<file path="src/rtl/dwt53_row_lift.sv">
// Two-row horizontal reversible 5/3 lifting DWT with symmetric extension at both line ends.
// Optional DWT_BYPASS_EN adds a per-line bypass input that forwards raw even/odd samples.
module dwt53_row_lift #(
    parameter int IN_W       = 11,
    parameter int COEF_W     = 12,
    parameter int LINE_LEN   = 256,
    parameter int TILE_LINES = 128,
    parameter int SAMPLE_PER = 2
) (
    input  logic                     clk,
    input  logic                     reset,
    input  logic                     en_tile,
    input  logic                     en_line,
`ifdef DWT_BYPASS_EN
    input  logic                     bypass,
`endif
    input  logic signed [IN_W-1:0]   image_in1,
    input  logic signed [IN_W-1:0]   image_in2,
    output logic signed [COEF_W-1:0] coef_l1,
    output logic signed [COEF_W-1:0] coef_h1,
    output logic signed [COEF_W-1:0] coef_l2,
    output logic signed [COEF_W-1:0] coef_h2,
    output logic                     out_valid,
    output logic                     out_last,
    output logic                     tile_done,
    output logic                     line_err
);

    localparam int DW = IN_W + 2;
    localparam int CW = $clog2(LINE_LEN + 1);
    localparam int LW = (TILE_LINES > 1) ? $clog2(TILE_LINES) : 1;
    localparam int PW = (SAMPLE_PER > 1) ? $clog2(SAMPLE_PER) : 1;

    typedef enum logic [1:0] {StIdle, StFill, StRun, StFlush} state_t;

    function automatic logic signed [DW-1:0] high_pass(input logic signed [IN_W-1:0] a,
                                                      input logic signed [IN_W-1:0] b,
                                                      input logic signed [IN_W-1:0] c);
        logic signed [DW-1:0] sum;
        sum = DW'(a) + DW'(c);
        return DW'(b) - (sum >>> 1);
    endfunction

    // One extra bit: two full-scale d values plus rounding need 14 bits.
    function automatic logic signed [DW:0] low_pass(input logic signed [IN_W-1:0] a,
                                                   input logic signed [DW-1:0]   dl,
                                                   input logic signed [DW-1:0]   dr);
        logic signed [DW:0] t;
        t = (DW+1)'(dl) + (DW+1)'(dr) + (DW+1)'(2);
        return (DW+1)'(a) + (t >>> 2);
    endfunction

    state_t            state_q, state_d;
    logic [CW-1:0]     cnt_q, cnt_d;
    logic [PW-1:0]     ph_q, ph_d;
    logic [LW-1:0]     line_cnt_q;
    logic              en_line_q, err_q, err_d;
    logic              rise, in_line, cap, last_smp, fire, byp;
    logic              p_valid_q, p_last_q, p_first_q;
    logic              out_valid_q, out_last_q, tile_q;

    logic signed [IN_W-1:0]   x_in [2];
    logic signed [IN_W-1:0]   he_q [2];
    logic signed [IN_W-1:0]   ho_q [2];
    logic signed [IN_W-1:0]   pa_q [2];
    logic signed [IN_W-1:0]   pb_q [2];
    logic signed [IN_W-1:0]   pc_q [2];
    logic signed [DW-1:0]     dp_q [2];
    logic signed [DW-1:0]     d    [2];
    logic signed [DW:0]       s    [2];
    logic signed [COEF_W-1:0] l_q  [2];
    logic signed [COEF_W-1:0] h_q  [2];

    assign x_in[0] = image_in1;
    assign x_in[1] = image_in2;

`ifdef DWT_BYPASS_EN
    logic byp_q;
    always_ff @(posedge clk or posedge reset) begin
        if (reset) begin
            byp_q <= 1'b0;
        end else if (cap && state_q == StIdle) begin
            byp_q <= bypass;
        end
    end
    assign byp = byp_q;
`else
    assign byp = 1'b0;
`endif

    always_comb begin
        rise     = en_line && !en_line_q;
        in_line  = (state_q == StFill) || (state_q == StRun);
        cap      = en_tile && en_line && (ph_q == '0) && ((state_q == StIdle && rise) || in_line);
        last_smp = (cnt_q == CW'(LINE_LEN - 1));
        // Pair n launches on capture of x[2n+2], the final pair on x[LINE_LEN-1].
        fire     = cap && ((!cnt_q[0] && cnt_q != '0) || last_smp);
    end

    always_comb begin
        state_d = state_q;
        cnt_d   = cnt_q;
        err_d   = err_q;
        ph_d    = '0;
        if (en_tile && en_line) begin
            ph_d = (ph_q == PW'(SAMPLE_PER - 1)) ? '0 : ph_q + PW'(1);
        end
        if (!en_tile) begin
            state_d = StIdle;
            cnt_d   = '0;
        end else begin
            unique case (state_q)
                StIdle: begin
                    if (cap) begin
                        state_d = StFill;
                        cnt_d   = CW'(1);
                    end
                end
                StFill, StRun: begin
                    if (!en_line) begin
                        state_d = StIdle;
                        cnt_d   = '0;
                        err_d   = 1'b1;
                    end else if (cap) begin
                        cnt_d   = cnt_q + CW'(1);
                        state_d = last_smp ? StFlush : StRun;
                    end
                end
                StFlush: begin
                    state_d = StIdle;
                    cnt_d   = '0;
                end
                default: state_d = StIdle;
            endcase
        end
    end

    always_ff @(posedge clk or posedge reset) begin
        if (reset) begin
            state_q   <= StIdle;
            cnt_q     <= '0;
            ph_q      <= '0;
            en_line_q <= 1'b0;
            err_q     <= 1'b0;
            p_valid_q <= 1'b0;
            p_last_q  <= 1'b0;
            p_first_q <= 1'b0;
            for (int r = 0; r < 2; r++) begin
                he_q[r] <= '0;
                ho_q[r] <= '0;
                pa_q[r] <= '0;
                pb_q[r] <= '0;
                pc_q[r] <= '0;
            end
        end else begin
            state_q   <= state_d;
            cnt_q     <= cnt_d;
            ph_q      <= ph_d;
            en_line_q <= en_line;
            err_q     <= err_d;
            p_valid_q <= fire;
            if (fire) begin
                p_last_q  <= last_smp;
                p_first_q <= (cnt_q == CW'(2));
            end
            for (int r = 0; r < 2; r++) begin
                if (cap) begin
                    if (!cnt_q[0]) he_q[r] <= x_in[r];
                    else           ho_q[r] <= x_in[r];
                end
                if (fire) begin
                    pa_q[r] <= he_q[r];
                    pb_q[r] <= last_smp ? x_in[r] : ho_q[r];
                    pc_q[r] <= last_smp ? he_q[r] : x_in[r];
                end
            end
        end
    end

    always_comb begin
        for (int r = 0; r < 2; r++) begin
            d[r] = high_pass(pa_q[r], pb_q[r], pc_q[r]);
            s[r] = low_pass(pa_q[r], p_first_q ? d[r] : dp_q[r], d[r]);
        end
    end

    always_ff @(posedge clk or posedge reset) begin
        if (reset) begin
            out_valid_q <= 1'b0;
            out_last_q  <= 1'b0;
            tile_q      <= 1'b0;
            line_cnt_q  <= '0;
            for (int r = 0; r < 2; r++) begin
                dp_q[r] <= '0;
                l_q[r]  <= '0;
                h_q[r]  <= '0;
            end
        end else begin
            out_valid_q <= p_valid_q;
            out_last_q  <= p_valid_q && p_last_q;
            tile_q      <= p_valid_q && p_last_q && en_tile &&
                           (line_cnt_q == LW'(TILE_LINES - 1));
            if (!en_tile) begin
                line_cnt_q <= '0;
            end else if (p_valid_q && p_last_q) begin
                line_cnt_q <= (line_cnt_q == LW'(TILE_LINES - 1)) ? '0 : line_cnt_q + LW'(1);
            end
            if (p_valid_q) begin
                for (int r = 0; r < 2; r++) begin
                    dp_q[r] <= d[r];
                    l_q[r]  <= byp ? COEF_W'(pa_q[r]) : s[r][COEF_W-1:0];
                    h_q[r]  <= byp ? COEF_W'(pb_q[r]) : d[r][COEF_W-1:0];
                end
            end
        end
    end

    assign coef_l1   = l_q[0];
    assign coef_h1   = h_q[0];
    assign coef_l2   = l_q[1];
    assign coef_h2   = h_q[1];
    assign out_valid = out_valid_q;
    assign out_last  = out_last_q;
    assign tile_done = tile_q;
    assign line_err  = err_q;

endmodule

</file>
<file path="config.mk">
export PLATFORM = sky130hd
export DESIGN_NAME = dwt53_row_lift
export DESIGN_NICKNAME = d
export VERILOG_FILES = /design/src/rtl/dwt53_row_lift.sv
export SDC_FILE = /design/constraint.sdc
export NUM_CORES = 1
export LEC_CHECK = 0
export CAP_MARGIN = 20
export CORE_MARGIN = 2
export CORE_UTILIZATION = 45
export DETAILED_ROUTE_END_ITERATION = 8
export PLACE_DENSITY = 0.6
export SLEW_MARGIN = 5
export SYNTH_ARGS = -nofsm -noshare
export SYNTH_HDL_FRONTEND = slang
export SYNTH_SLANG_ARGS = --single-unit
</file>
<file path="constraint.sdc">
create_clock -name clk -period 8.2 [get_ports clk]
set_input_delay 2.46 -clock clk [delete_from_list [all_inputs] [get_ports clk]]
set_output_delay 2.46 -clock clk [all_outputs]
set_load 0.1 [all_outputs]
</file>
==> metrics.txt, run 1 <==
status finished, violations left; failing checks design-rule violations; Post-route DRC 10; R2R Setup Slk between 1.5 and 2 ns; Worst Hold Launch line_err; Worst setup SP type flop; cell with the most instances after synthesis dfrtp_1; Post-synth EDFFs 0; register area share after synthesis roughly two fifths; total number of vias between 8k and 9k; core area 26130 um^2; Area Overhead vs Synth 14.46%; layout cells sized above 1 about 11%; clock skew roughly 0.015 ns; Final Hold Viols 0; post-CTS setup buffers 0; num ports 78; total negative slack 0 ns; final number of setup-violating endpoints 0; CTS Buffer Depth 2; ys flop type dfrtp_1; Final Slew Violations 0; critical path capture point type flop; Max-slew headroom between 30 and 40%; post-CTS sizing 0; I/O Buffers between 70 and 80; starting density of the core 45.91%; vias per inst around 5.3; Clk pin slew, worst setup/hold paths 0.08 ns; Min Clock Period, post-route about 6.4 ns; CTS root buffer clkbuf_16; final net count 1453; max_cap viols 0; CTS sink cnt 185; Crit path required time approximately 8.6 ns; worst hold path type reg2reg; Std-Cell Rows just under 60; Reg-to-Reg End coef_l1[11]; Mapped Avg Cell Area 9.699 um^2; total CTS buffers 17; Die Y between 150 and 200 um; worst hold path stage count 1; post-synth top area share 38.59%; wire per inst 15.32 um; die area about 28000 um^2; period utilization between 70% and 80%; largest net degree at the start of global routing roughly 150; Worst Tran Pin Value ~1.0 ns; All-Layer GR Usage 18.70%; r2r worst-path depth 26; TritonRoute pass-1 iters 7; Crit Path Class reg2reg; CP Max Fanout 5; antenna violations before repair 0; WP data arrival ~6.7 ns; vias in the first global route ~8.3k; Mapped Area 12000 um^2; die width approximately 170 um; Max Clock Freq between 150 and 200 MHz; library cells used by synthesis 70; initial drt markers approximately 600; TritonCTS clock tree done; yosys warns 0; routed wire length roughly 25000 um; hold buffers post-CTS 0; synth top area cells dfrtp_1, ha_1, mux2_2; Syn Inst Count 1237; RSZ-0062 raised after global routing no; clk_lat worst skew ~0.43 ns; first-pass GRT wire length between 40000 and 50000 um; Filler Cell Count 2382; post-synth net total 1388; diode count 0; leading area contributor after synthesis dfrtp_1; GRT overflow 0; Worst Hold End line_err; Post-synth ARST share 100.0%; htree depth 4; gpl congestion just over 0.8; post-DP HPWL approximately 18000 um; Worst R2R Start pa_q[12]; synth cell count leaders dfrtp_1, nand2_1, ha_1; Routed Antenna Nets 0; Synth Register Bits around 190
worst max-delay path, stage by stage (launching register included):
cell and delay, ns:
dfrtp_1 0.44, inv_1 0.11, fa_1 0.47, inv_1 0.07, ha_1 0.15, inv_1 0.06, fa_1 0.40, a21o_1 0.20
a21oi_1 0.25, xnor2_1 0.15, mux2_2 0.28, ha_1 0.28, ha_1 0.37, nand3_1 0.08, or4_1 0.43, a31oi_1 0.26
o21a_1 0.17, nand2_1 0.08, a31oi_1 0.20, xor2_1 0.21, ha_1 0.26, a21o_1 0.21, a2111oi_0 0.43, nor3_1 0.15
a31oi_1 0.22, xnor3_1 0.25, a21oi_1 0.14
metal layers:
metal / track usage, % / part of all wire, % / up-vias
met1: 28.60 / 53 / 4147
met4: 4.461 / 0.64 / 0
met2: 27.44 / 42 / 110
met5: 0 / 0 / -
li1: - / - / 4505
met3: 3.285 / 3.7 / 9
state kept, by name, indices dropped and copies added (netlist names), 2 cells and up:
name and flops:
he_q 22, ho_q 22, pa_q 22, pb_q 22, pc_q 22, coef_h1 12, coef_l1 12, coef_l2 12
dp_q 12, cnt_q 9, line_cnt_q 7, state_q 2
stage by stage:
stage / util (%) / instances / hold WS (ns) / setup slack [ns] / cell area (um^2)
floorplan: - / 1237 / 0.3519 / 0.7113 / 12000
global placement: 49.99 / 1616 / 0.4586 / 2.066 / 13060
detailed placement: 49.99 / 1616 / 0.4646 / 1.955 / 13060
CTS: 52.39 / 1648 / 0.4877 / 1.858 / 13690
global route: 52.55 / 1650 / 0.5094 / 1.357 / 13730
finish: 52.55 / 1650 / 0.4815 / 1.822 / 13730
layout by cell type (no fill, tap or decap), drive strengths merged, types with 5 or more instances in the layout:
cell,instances
or3,5
a21oi,64
nor3,19
clkdlybuf4s50,77
nand3,16
nor2b,15
clkinv,6
xnor2,43
a21o,25
a21boi,10
nand2,175
a31o,5
buf,9
dfrtp,185
fa,8
o21ai,103
o21a,15
a31oi,9
nor2,74
mux2,85
o21bai,6
a211oi,19
nand2b,9
inv,65
mux2i,51
and2,6
clkbuf,17
xor2,18
ha,117
cells by family (layout without fill, tap and decap cells):
family | count (synthesis) | in the layout | synth area share (%)
AND/OR/NAND/NOR | 339 | 339 | 12.30
AO/OA/AOI/OAI | 291 | 291 | 15.18
flip-flops | 185 | 185 | 38.59
multiplexers | 136 | 136 | 12.23
adder cells (fa/ha/maj) | 125 | 125 | 13.54
buffers and inverters | 99 | 177 | 3.525
XOR/XNOR | 62 | 62 | 4.641
cell type report:
cell class	instances	area, um^2	share of cell area (%)
Clock buffer	17	425.4	3.098
Clock inverter	15	202.7	1.476
Inverter	59	229.0	1.667
Multi-Input combinational cell	953	6960	50.68
Sequential cell	185	4631	33.72
Tap cell	335	419.2	3.052
Timing Repair Buffer	86	865.8	6.305
worst max path at each step:
| stage | slack [ns] | end | cells after the start | start |
|---|---|---|---|---|
| after detailed placement | 1.95 | coef_l1[11] | 26 | pa_q[12] |
| after global routing | 1.36 | coef_l1[11] | 25 | pa_q[12] |
| after global placement | 2.07 | coef_l1[11] | 26 | pa_q[12] |
| after floorplan | 0.71 | cnt_q[0] | 1 | reset |
| final | 1.82 | coef_l1[11] | 26 | pa_q[12] |
| after CTS | 1.86 | coef_l1[11] | 26 | pa_q[12] |
Power of run 1 is left out: the tool's default activity adds up to more than one toggle a clock period on the data nets, which glitch-free logic cannot reach.
==> inputs of run 2 (changes only) <==
==> constraint.sdc (replaced) <==
create_clock -name clk -period 6.5 [get_ports clk]
set_input_delay 1.95 -clock clk [delete_from_list [all_inputs] [get_ports clk]]
set_output_delay 1.95 -clock clk [all_outputs]
set_load 0.1 [all_outputs]
==> run 2 against run 1 <==
Against the previous run: the run still ends with design-rule violations left; critical path depth stayed put; non-clock buffer count fell by 1; design area fell by 0.20%; die area unchanged; clock skew down 0.0030 ns; cell count is essentially flat; clock-buffer cell count increased by 2; core utilization fell by 0.11 points; sequential share of layout area rose by 0.086 points.
==> metrics.txt, run 2 (synthesis results as in run 1) <==
status finished, violations left; failing checks design-rule violations; diode count 0 (unchanged); wire per inst 15.14 um (-1.2%); r2r worst-path depth 26 (unchanged); num ports 78 (unchanged); Reg-to-Reg End coef_l1[11]; most common cell after layout, fill and taps aside dfrtp_1; I/O Buffers 77 (unchanged); critical path capture point type flop; Final Slew Violations 0 (unchanged); Worst Hold Launch p_valid_q; largest net degree at the start of global routing 186 (+27%); Filler Cell Count 2379 (-0.13%); first-pass GRT wire length 41540 um (-2.5%); Area Overhead vs Synth 14.23%; hold buffers post-CTS 0 (unchanged); Routed Antenna Nets 0 (unchanged); FF/Latch Area 4633 um^2 (about the same); post-place instance area 13090 um^2 (+0.18%); die width 167.3 um (unchanged); CP Max Fanout 5 (unchanged); CTS root buffer clkbuf_16; die area 27980 um^2 (unchanged); gpl congestion 0.8146 (-0.83%); Multi-input gate area 6989 um^2 (+0.41%); htree depth 4 (unchanged); Cell Count, Final, Fillers Out 1649 (-0.061%); Worst R2R Start pa_q[12]; WP data arrival 6.53 ns (-0.21 ns); total CTS buffers 17 (unchanged); worst hold path stage count 0 (-1); Crit path required time 6.86 ns (-1.70 ns); Std-Cell Rows 59 (unchanged); commonest cells after routing, fill and taps aside dfrtp_1, nand2_1, ha_1, o21ai_0, mux2_2; worst hold path type reg2reg; final net count 1452 (-0.069%); Placed Cells incl. Taps 1617 (+0.062%); layout cells sized above 1 11.49% (+0.54 points); Max Clock Freq 161.9 MHz (+3.3%); initial drt markers 586 (-0.17%); routed wire length 24960 um (-1.3%); max_cap viols 0 (unchanged); Final Hold Viols 0 (unchanged); final core occ 52.45% (-0.11 points); starting density of the core 45.91% (unchanged); GRT overflow 0 (unchanged); antenna violations before repair 0 (unchanged); TritonRoute pass-1 iters 7 (unchanged); Min Clock Period, post-route 6.175 ns (-0.2031 ns); Clk pin slew, worst setup/hold paths 0.07 ns (about the same); Max-slew headroom 32.90% (-0.50 points); R2R Setup Slk 0.32 ns (-1.50 ns); Post-route DRC 10 (unchanged); Worst Hold End out_valid; WHS 0.4294 ns (-0.05209 ns); clock skew 0.01217 ns (-0.003034 ns); total number of vias 8691 (-0.91%); Worst setup SP type flop; Worst Tran Pin Value 1.007 ns (+0.007530 ns); RSZ-0062 raised after global routing yes; clk_lat worst skew 0.44 ns (about the same); vias in the first global route 8252 (-1.1%); TritonCTS clock tree done; period utilization 95.00% (+17 points); All-Layer GR Usage 18.18% (-0.52 points); Crit Path Class reg2reg; core area 26130 um^2 (unchanged); post-DP HPWL 17750 um (-1.2%); CTS sink cnt 185 (unchanged); final number of setup-violating endpoints 0 (unchanged); CTS Buffer Depth 2 (unchanged); vias per inst 5.270 (-0.85%); Die Y 167.3 um (unchanged); final instance area 13710 um^2 (-0.20%)
==> run 2: worst max-delay path: stages (launching register included) <==
cell and delay (ns):
dfrtp_2 0.45, ha_1 0.30, a31o_2 0.20, a21oi_1 0.22, o21a_1 0.16, inv_1 0.04, a21oi_1 0.18, xor2_1 0.16
ha_1 0.29, xnor2_1 0.18, mux2_2 0.28, ha_1 0.28, ha_1 0.36, nand3_1 0.08, or4_1 0.45, a31oi_2 0.23
o21a_1 0.17, nand2_1 0.08, a31oi_1 0.20, xor2_1 0.22, ha_1 0.27, a21o_1 0.22, a2111oi_2 0.34, nor3_1 0.14
a31oi_1 0.22, xnor3_1 0.25, a21oi_1 0.14
==> run 2: timing repair <==
action                                  4_1_cts  5_1_grt
endpoints found under the setup margin        0        4
buffers inserted                              0        0
resized for setup                             0       12
==> run 2: layout make-up <==
cell class                 count  area share [%]
sequential                   185           33.81
inverter                      59           1.643
clock inverter                13          0.9859
multi-input combinational    953           51.00
tap                          335           3.058
clock buffer                  19           3.305
timing repair buffer          85           6.208
==> run 2: worst max path at each step <==
stage	start	endpoint	slack, ns	depth (start not counted)
after CTS	pa_q[12]	coef_l1[11]	0.18	26
after detailed placement	pa_q[12]	coef_l1[11]	0.27	26
final	pa_q[12]	coef_l1[11]	0.32	26
after global placement	pa_q[12]	coef_l1[11]	0.38	26
after floorplan	pa_q[12]	coef_l1[11]	0.72	26
after global routing	pa_q[12]	coef_l1[11]	-0.08	26
==> run 2: per-stage QoR <==
stage                     TNS (ns)  setup WS [ns]
after global placement           0         0.3758
after floorplan                  0         0.7176
after global routing      -0.07631       -0.07631
after detailed placement         0         0.2749
after CTS                        0         0.1781
final                            0         0.3248
==> run 2: layer usage <==
metal	part of all wire, %	wire length, um	GRT usage [%]	vias to the layer above
li1	-	-	-	4500
met5	0	0	0	-
met1	55	13680	27.92	4073
met2	41	10310	26.77	105
met3	3.1	786	3.002	13
met4	0.75	188	4.159	0
Power of run 2 is left out for the same reason.
==> inputs of run 3 (changes only) <==
--- a/config.mk
+++ b/config.mk
@@ -6,11 +6,15 @@
 export NUM_CORES = 1
 export LEC_CHECK = 0
 export CAP_MARGIN = 20
+export CELL_PAD_IN_SITES_DETAIL_PLACEMENT = 1
+export CELL_PAD_IN_SITES_GLOBAL_PLACEMENT = 1
 export CORE_MARGIN = 2
 export CORE_UTILIZATION = 45
 export DETAILED_ROUTE_END_ITERATION = 8
-export PLACE_DENSITY = 0.6
+export HOLD_SLACK_MARGIN = 0.12
+export PLACE_DENSITY = 0.75
 export SLEW_MARGIN = 5
 export SYNTH_ARGS = -nofsm -noshare
 export SYNTH_HDL_FRONTEND = slang
 export SYNTH_SLANG_ARGS = --single-unit
+export TNS_END_PERCENT = 5
==> run 3 against run 2 <==
Against the previous run: the flow still finishes with violations (design-rule violations); maximum frequency up 0.97%; via count rose by 4.8%; sequential cell count unchanged; worst setup slack better by 0.059 ns; clock skew is 0.0031 ns higher; first-iteration DRC count shrank 18%; wire length increased by 14%; non-clock buffer count stayed put; die area stayed put; critical path type unchanged; largest cell class unchanged; highest routed layer unchanged.
==> metrics.txt, run 3 (synthesis results as in run 1) <==
status finished, violations left; failing checks design-rule violations; Worst R2R Start pa_q[12]; clk_lat worst skew 0.44 ns (about the same); diode count 0 (unchanged); WHS 0.4282 ns (-0.001268 ns); Post-route DRC 6 (-4); CP top delay family compound AO/OA/AOI/OAI gates; GRT overflow 0 (unchanged); critical path capture point type flop; worst slack at placement 0.04360 ns (-0.2313 ns); first-pass GRT wire length 48070 um (+16%); Area Overhead vs Synth 14.73%; post-DP HPWL 20370 um (+15%); Routed Antenna Nets 0 (unchanged); Die Y 167.3 um (unchanged); most common cell after layout, fill and taps aside dfrtp_1; post-route worst setup slack 0.3839 ns (+0.05910 ns); vias in the first global route 9429 (+14%); CTS sink cnt 185 (unchanged); num ports 78 (unchanged); Crit path depth 25 (-3.8%); r2r worst-path depth 25 (-3.8%); wire per inst 17.28 um (+14%); TritonRoute pass-1 iters 8 (+1); Clk pin slew, worst setup/hold paths 0.08 ns (about the same); largest net degree at the start of global routing 186 (unchanged); core area 26130 um^2 (unchanged); final number of setup-violating endpoints 0 (unchanged); Worst setup SP type flop; Worst Path Buf+Inv 1 (unchanged); Crit path required time 6.87 ns (about the same); GR peak layer met2; CTS root buffer clkbuf_16; I/O Buffers 77 (unchanged); Critical path origin pa_q[12]; period utilization 94.09% (-0.91 points); gpl congestion 0.8087 (-0.72%); TritonCTS clock tree done; M1 GR Usage 31.26% (+3.3 points); Worst Tran Pin Value 1.037 ns (+0.03030 ns); met3 usage 3.403% (+0.40 points); R2R Setup Slk 0.38 ns (+0.06 ns); WP data arrival 6.48 ns (-0.05 ns); total number of vias 9104 (+4.8%); Crit Path Class reg2reg; commonest cells after routing, fill and taps aside dfrtp_1, nand2_1, ha_1, o21ai_0, mux2_2; slowest stage delay, CP 0.49 ns (+0.04 ns); grt met2 use 32.73% (+6.0 points); CP endpoint coef_l1[11]; RSZ-0062 raised after global routing yes; slowest stage cell, crit path fa_1; Max-slew headroom 30.88% (-2.0 points); final core occ 52.67% (+0.22 points); Reg-to-Reg End coef_l1[11]; Final Slew Violations 0 (unchanged); Crit path top cell by count ha_1; total CTS buffers 17 (unchanged); clock skew 0.01528 ns (+0.003112 ns); starting density of the core 45.91% (unchanged); die width 167.3 um (unchanged); worst hold path type reg2reg; Final Hold Viols 0 (unchanged); Max Clock Freq 163.5 MHz (+0.97%); routed wire length 28500 um (+14%); layout cells sized above 1 11.87% (+0.38 points); antenna violations before repair 0 (unchanged); vias per inst 5.521 (+4.8%); Filler Cell Count 2945 (+24%); CP Max Fanout 4 (-1); htree depth 4 (unchanged); initial drt markers 482 (-18%); Std-Cell Rows 59 (unchanged); Min Clock Period, post-route 6.116 ns (-0.05910 ns); All-Layer GR Usage 21.02% (+2.8 points); final net count 1452 (unchanged); max_cap viols 0 (unchanged); die area 27980 um^2 (unchanged); CTS Buffer Depth 2 (unchanged)
run 3: changes by cell type in the layout (fill, tap and decap cells not counted), moves of 2 or more:
cell	before	now
clkinv_2	3	0
a211oi_1	17	15
clkinvlp_4	2	4
ha_1	116	114
run 3: metrics by stage:
| step | instances | setup TNS (ns) | area [um^2] |
|---|---|---|---|
| finish | 1649 | 0 | 13760 |
| global route | 1649 | -0.003414 | 13760 |
| detailed placement | 1616 | 0 | 13070 |
| CTS | 1648 | 0 | 13680 |
| global placement | 1616 | 0 | 13070 |
| floorplan | 1237 | 0 | 12000 |
run 3: worst min-delay path by stage:
stage	depth (start not counted)	startpoint	slack (ns)	to
after global routing	0	p_valid_q	0.44	out_valid
final	0	p_valid_q	0.43	out_valid
after global placement	0	p_valid_q	0.42	out_valid
after detailed placement	0	p_valid_q	0.41	out_valid
after CTS	0	p_valid_q	0.43	out_valid
after floorplan	0	p_valid_q	0.35	out_valid
run 3: layout make-up:
cell class / instances / area, um^2 / share of cell area, %
Tap cell: 335 / 419.2 / 3.045
Clock buffer: 19 / 452.9 / 3.291
Sequential cell: 185 / 4633 / 33.66
Timing Repair Buffer: 85 / 850.8 / 6.181
Clock inverter: 13 / 153.9 / 1.118
Inverter: 59 / 225.2 / 1.636
Multi-Input combinational cell: 953 / 7029 / 51.07
run 3: routing by layer:
| layer | share of wire, % | up-vias |
|---|---|---|
| met2 | 45 | 88 |
| met4 | 0.42 | 0 |
| met1 | 51 | 4492 |
| li1 | - | 4512 |
| met5 | 0 | - |
| met3 | 3.2 | 12 |
run 3: timing repair:
action                                  4_1_cts  5_1_grt
hold buffers                                  0        0
endpoints found under the setup margin        0        4
setup buffers                                 0        0
resized for setup                             0       17
Power of run 3 is left out for the same reason.
